**config.mk**
```make
export PLATFORM = sky130hd
export DESIGN_NAME = timer_dev
export DESIGN_NICKNAME = d
export VERILOG_FILES = /design/src/rtl/timer_dev.sv
export SDC_FILE = /design/constraint.sdc
export NUM_CORES = 1
export LEC_CHECK = 0
export CAP_MARGIN = 0
export CORE_MARGIN = 2
export CORE_UTILIZATION = 45
export DETAILED_ROUTE_END_ITERATION = 10
export GPL_TIMING_DRIVEN = 0
export PLACE_DENSITY = 0.77
export SYNTH_ARGS = -nofsm -noshare
export SYNTH_HDL_FRONTEND = slang
export SYNTH_SLANG_ARGS = --single-unit
```
**constraint.sdc**
```tcl
create_clock -name clk -period 2.56 [get_ports clk]
set_clock_uncertainty 0.05 [all_clocks]
set_input_delay 0.512 -clock clk [delete_from_list [all_inputs] [get_ports clk]]
set_output_delay 0.512 -clock clk [all_outputs]
set_load 0.01 [all_outputs]
```
**src/rtl/timer_dev.sv**
```systemverilog
// Memory-mapped down-counting timer with one-shot and auto-reload modes.
// CTRL/PRESET/COUNT are decoded from addr[3:2]; irq is the sticky flag gated by CTRL.IM.
module timer_dev #(
    parameter int unsigned MODE_W = 2
) (
    input  logic        clk,
    input  logic        reset_n,
    input  logic [31:0] addr,
    input  logic [31:0] dIn,
    input  logic        ifWr,
    output logic [31:0] dOut,
    output logic        irq
);

    typedef enum logic [1:0] {StIdle, StLoad, StCnt, StInt} state_e;

    state_e              state_q, state_d;
    logic                en_q, en_d;
    logic [MODE_W-1:0]   mode_q, mode_d;
    logic                im_q, im_d;
    logic [31:0]         preset_q, preset_d;
    logic [31:0]         count_q, count_d;
    logic                flag_q, flag_d;
    logic [31:0]         ctrl_rd;

    logic unused_addr;
    assign unused_addr = ^{addr[31:4], addr[1:0]};

    always_comb begin
        state_d  = state_q;
        en_d     = en_q;
        mode_d   = mode_q;
        im_d     = im_q;
        preset_d = preset_q;
        count_d  = count_q;
        flag_d   = flag_q;

        unique case (state_q)
            StIdle: begin
                if (en_q) state_d = StLoad;
            end
            StLoad: begin
                count_d = preset_q;
                state_d = StCnt;
            end
            StCnt: begin
                if (!en_q) begin
                    state_d = StIdle;
                end else if (count_q > 32'd1) begin
                    count_d = count_q - 32'd1;
                end else begin
                    // PRESET=0 also lands here, so it times like PRESET=1
                    count_d = '0;
                    state_d = StInt;
                    flag_d  = 1'b1;
                end
            end
            StInt: begin
                if (mode_q == MODE_W'(1)) begin
                    flag_d  = 1'b0;
                    state_d = en_q ? StLoad : StIdle;
                end else begin
                    en_d    = 1'b0;
                    state_d = StIdle;
                end
            end
            default: state_d = StIdle;
        endcase

        // CPU writes come last so they win over hardware updates on the same edge
        if (ifWr) begin
            unique case (addr[3:2])
                2'd0: begin
                    en_d   = dIn[0];
                    mode_d = dIn[MODE_W:1];
                    im_d   = dIn[MODE_W+1];
                    flag_d = 1'b0;
                end
                2'd1: begin
                    preset_d = dIn;
                    flag_d   = 1'b0;
                end
                default: ;
            endcase
        end
    end

    always_ff @(posedge clk or negedge reset_n) begin
        if (!reset_n) begin
            state_q  <= StIdle;
            en_q     <= 1'b0;
            mode_q   <= '0;
            im_q     <= 1'b0;
            preset_q <= '0;
            count_q  <= '0;
            flag_q   <= 1'b0;
        end else begin
            state_q  <= state_d;
            en_q     <= en_d;
            mode_q   <= mode_d;
            im_q     <= im_d;
            preset_q <= preset_d;
            count_q  <= count_d;
            flag_q   <= flag_d;
        end
    end

    always_comb begin
        ctrl_rd             = '0;
        ctrl_rd[0]          = en_q;
        ctrl_rd[MODE_W:1]   = mode_q;
        ctrl_rd[MODE_W+1]   = im_q;
        unique case (addr[3:2])
            2'd0:    dOut = ctrl_rd;
            2'd1:    dOut = preset_q;
            2'd2:    dOut = count_q;
            default: dOut = '0;
        endcase
    end

    assign irq = flag_q & im_q;

endmodule

```
# Word level (Yosys, flattened, before mapping)

Cells that the tools add are included.

Add/subtract/negate cells: 1
$mul: 0
Div/mod/pow operators: 0
$lt $le $gt $ge: 1
Eq/ne operators: 9
Shift operators: 0
Mux-type cells: 20
Bitwise operators: 1
Reductions and logical operators: 8

Operator list:

| operator                | number |
|---|---|
| $pmux W32 S3            | 1 |
| $mux W32                | 2 |
| $pmux W32 S2            | 1 |
| $gt A32 B1 Y1 const B   | 1 |
| $sub A32 B1 Y32 const B | 1 |
| $mux W1                 | 11 |
| $pmux W2 S4             | 1 |
| $reduce_and A2 Y1       | 4 |
| $eq A2 B1 Y1 const B    | 3 |
| $eq A2 B2 Y1 const B    | 3 |
| $mux W2                 | 3 |
| $logic_not A2 Y1        | 2 |
| $ne A2 B2 Y1 const B    | 2 |
| $ne A3 B3 Y1 const B    | 1 |
| $pmux W1 S2             | 1 |
| $reduce_bool A2 Y1      | 1 |
| $reduce_or A2 Y1        | 1 |
| $and A1 B1 Y1           | 1 |

Register bits: 71
Bits in latches: 0
Bits in writable memories: 0
ROM bits: 0
Input port bits: 67
Output and inout bits: 33
Memories: 0

# Logic depth before layout (Yosys ltp)

Word-level depth: 6
Mapped depth: 8
Mapped depth without buffers: 7

# Worst setup path before layout

Ideal clock, no wire load.

Path type: register to register
Start point: register count_q[0]
End point: register count_q[27]
Data arrival time: 2403 ps
Required time: 2384 ps
Setup slack: -19 ps
Stages on the path, launching flop included: 7
Clock period less this slack: 2579 ps
Cell sequence: dfrtp_1 > or4_1 > buf_2 > or4_4 > or3_4 > o32a_1 > a221o_1

Cells in the longest elaborated chain, start to end: 4
Elaborated cells between the ends (all ways): 5

Ends and longest elaborated chain:

| what                                                    | line   | text |
|---|---|---|
| from (decl)                                             | 22     | `logic [31:0] count_q, count_d;` |
| from (signal assigned)                                  | 103    | `count_q <= count_d;` |
| $sub A32 B1 Y32 / $gt A32 B1 Y1 (equally long branches) | 50, 49 |  |
| $mux W32 *                                              | 49     | `end else if (count_q > 32'd1) begin` |
| $mux W32 *                                              | 47     | `if (!en_q) begin` |
| $pmux W32 S2 *                                          | 38     | `unique case (state_q)` |

Every way passes the cells marked *; elsewhere a longest branch is shown, timed or not. The select of a mux whose other input is x is not followed.
A chain may end at the register's enable or synchronous reset.

# Worst setup path after layout

Start point: input addr[2]
End point: output dOut[24]

Cells in the longest elaborated chain, start to end: 2
Elaborated cells between the ends (all ways): 4

Ends and longest elaborated chain:

| what                                       | line | text |
|---|---|---|
| from (decl)                                | 8    | `input logic [31:0] addr,` |
| $eq A2 B2 Y1, or another cell as far along | 113  | `unique case (addr[3:2])` |
| $pmux W32 S3 *                             | 113  |  |
| to (decl)                                  | 11   | `output logic [31:0] dOut,` |

Every way passes the cells marked *; elsewhere a longest branch is shown, timed or not.

==> run_results.csv <==
group,metric,value,unit
outcome,status,"finished clean",
finish,final_layout_size_suffix_gt1_share,22.8,%
worst_setup_path,cp_common_cell,"clkbuf_8",
floorplanning,num_rows,34,
cts,clock_path_buffers,2,
floorplanning,die_w,98.3,um
synth,synth_largest_type_area_fraction,44.4,%
drt,ant_nets,0,
global_routing,grt_first_pass_wirelength,19900,um
global_routing,grt_overflow_total,0,
finish,postLayoutCellArea,0.00549,sq mm
timing,rsz0062_at_grt,"true",
placement,placed_area,0.00484,sq mm
placement,port_buffers,68,
global_routing,grt_pass1_vias,3780,
timing,hold_ws,0.446,ns
synth,synth-main-ff-cell,"dfrtp_1",
cts,cts-root-buf,"clkbuf_8",
timing,clock.fmax,0.391,GHz
worst_setup_path,cp.arrival,2.00,ns
finish,diodes,0,
timing,tightest_slew,0.830,ns
worst_setup_path,reg2reg_depth,5,
cts,clkLatencyLatePin,0.36,ns
synth,ys_types,52,
synth,synth_edf_count,0,
worst_setup_path,crit_path_end_kind,"output port",
timing,report.final.hold_viol_count,0,
synth,synth-seq-cells,71,
timing,drv_slew,0,
floorplanning,start_util,46.1,%
cts,numCtsBuffers,9,
finish,syn_to_final_growth,37.4,%
synth,syn_area,0.00400,sq mm
floorplanning,fp.dieArea,0.00965,sq mm
drt,drt-initial-drc-count,380,
worst_setup_path,r2r_end,"count_q[27]$_DFFE_PN0P_",
worst_setup_path,required,2.00,ns
power_and_ir_drop,ir_drop,0.448,mV
worst_setup_path,cp-start-kind,"input pin",
drt,vias,3942,
synth,synth_top_area_cell,"dfrtp_1",
floorplanning,io-pin-count,100,
hold_path,hp-class,"input pin to asynchronous set/reset pin",
finish,finalNetCount,565,
job,max_cap_viol_count,0,
worst_setup_path,slowest_delay,0.47,ns
worst_setup_path,crit_type,"input pin to output port",
global_routing,antenna_found_initial,0,
power_and_ir_drop,p_leak,2.54,nW
floorplanning,coreArea,0.00868,sq mm
worst_setup_path,worst-path-stages,6,
worst_setup_path,cp_num_buf_inv,4,
timing,slew_headroom,44.2,%
synth,syn_area_per_cell,10.0,sq um
placement,dpl.hpwl,8520,um
drt,wire_per_inst,20.9,um
synth,synthArstFlopShare,100,%
synth,syn_nets,467,
timing,finalSetupViolations,0,
synth,yosys_warnings,0,
finish,layout_commonest_cell,"dfrtp_1",
synth,seq_area_frac_synth,44.4,%
worst_setup_path,r2r-start,"count_q[1]$_DFFE_PN0P_",
synth,synthCells,398,
cts,cts_num_sinks,71,
placement,gp_congestion,0.936,
worst_setup_path,crit_end,"dOut[24]",
cts,cts_tree,"yes",
floorplanning,fp.dieH,98.3,um
cts,clk_pin_slew,0.09,ns
timing,setup_tns,0,ns
drt,viasPerCell,6.47,
global_routing,grt_max_degree,68,
timing,finalCritPeriodShare,99.9,%
worst_setup_path,startpoint,"addr[2]",
worst_setup_path,reg2reg_slack,0.02,ns
finish,layout_common_cells,"69 x dfrtp_1, 38 x clkdlybuf4s50_1, 35 x mux2_2",
synth,synthTopCellsByArea,"dfrtp_1 44%, mux2_2 9.9%, a22o_1 6.4%, nand3_1 3.3%, a22oi_1 2.8%",
worst_setup_path,crit_slowest_cell,"clkdlybuf4s50_1",
drt,route.detailed.drc,0,
timing,period_minus_slack,2.56,ns
worst_setup_path,crit_fanout,10,
global_routing,track_usage,26.4,%
cts,cts_htree_levels,3,
finish,fin_util,63.3,%
worst_setup_path,crit_family,"buffers and inverters",
drt,first_pass_iters,7,
drt,wl,12800,um
worst_setup_path,path_cells,"clkdlybuf4s18_2, nor2b_2, clkbuf_8, clkbuf_8, a22o_1, clkdlybuf4s50_1",
power_and_ir_drop,cellPowerDensity,1010,mW/mm^2
==> what timing repair did <==
item | in CTS | in global routing
gates resized for setup | 46 | 49
setup endpoints to repair | 62 | 54
pin swaps | 4 | 4
hold buffers | 1 | 0
setup buffers | 11 | 8
gates cloned | 0 | 0
hold endpoints to repair | 4 | 0
==> worst register-to-register path, stage by stage (launching register included) <==
cell and delay, ns:
dfrtp_1 0.42, or4_4 0.54, or4_4 0.44, or3_4 0.36, o32a_1 0.30, a221o_1 0.30
==> synth_stat cells (2+ instances only) <==
cell type,count
and3_1,3
nor2_1,15
nor2b_1,3
ha_1,2
or2_2,4
a22oi_1,15
clkbuf_1,23
o211ai_1,6
o2bb2ai_1,6
or4_1,10
and2_1,2
nor4_1,8
nand4_1,6
inv_1,14
nor4b_1,2
mux2_2,35
o311ai_0,4
buf_2,2
a31oi_1,3
o22ai_1,2
nor3b_1,2
nand2_1,24
a22o_1,29
nand3_1,26
nor3_1,12
a32oi_1,7
o21ai_0,20
a21oi_1,5
a221o_1,3
mux2i_1,5
buf_1,3
or4_4,2
dfrtp_1,71
a21boi_0,2
or3_1,5
==> cell families (layout without fill, tap and decap cells) <==
logic type                 after synthesis  count (layout)  share of synthesized area [%]
and+or+nand+nor                        132             132                           18.7
adders and majority gates                2               2                          0.626
muxes                                   40              40                           11.1
DFF                                     71              71                           44.4
buffers and inverters                   42             145                           4.01
AOI/OAI and AO/OA                      111             111                           21.1
==> routing by layer <==
| metal | vias up | wire length [um] | global-route usage, % |
|---|---|---|---|
| li1 | 1746 | - | - |
| met1 | 1917 | 5220 | 36.3 |
| met2 | 242 | 5940 | 41.0 |
| met3 | 37 | 1250 | 5.23 |
| met4 | 0 | 344 | 10.7 |
| met5 | - | 0 | 0 |
==> state kept, by name (all words and copies together), names as in the netlist <==
signal,cells
count_q,32
en_q,1
preset_q,32
mode_q,2
state_q,2
flag_q,1
im_q,1
==> area by class of cell <==
cell class / count / area, sq um
fill: 707 / 3190
multi-input combinational: 285 / 2210
sequential: 71 / 1780
timing repair buffer: 89 / 913
buffer: 26 / 194
clock buffer: 12 / 135
tap: 108 / 135
clock inverter: 4 / 70.1
inverter: 14 / 52.6
==> metrics by stage <==
step / worst slack [ns] / total power, mW / instances
after global placement: -1.56 / 4.13 / 574
after CTS: -0.0834 / 5.36 / 602
final: 0.00159 / 5.54 / 609
after global routing: -0.0224 / 5.86 / 609
after floorplan: -0.0166 / 3.34 / 398
after detailed placement: -1.18 / 4.21 / 575
==> worst min-delay path by stage <==
stage,startpoint,endpoint,slack [ns],cells past startpoint
after floorplan,reset_n,count_q[0]$_DFFE_PN0P_,0.17,0
after global placement,preset_q[9]$_DFFE_PN0P_,count_q[9]$_DFFE_PN0P_,0.45,2
after detailed placement,reset_n,preset_q[0]$_DFFE_PN0P_,0.28,1
after CTS,reset_n,preset_q[0]$_DFFE_PN0P_,0.45,2
after global routing,reset_n,preset_q[1]$_DFFE_PN0P_,0.44,2
final,reset_n,preset_q[0]$_DFFE_PN0P_,0.45,2
==> where the power goes <==
part           internal, mW  leakage, nW  switching [mW]
combinational          1.11         1.58            1.47
clock                 0.547        0.104           0.434
sequential             1.50        0.856           0.473
total                  3.16         2.54            2.38
Note: power is estimated with default switching activity, not from simulation.
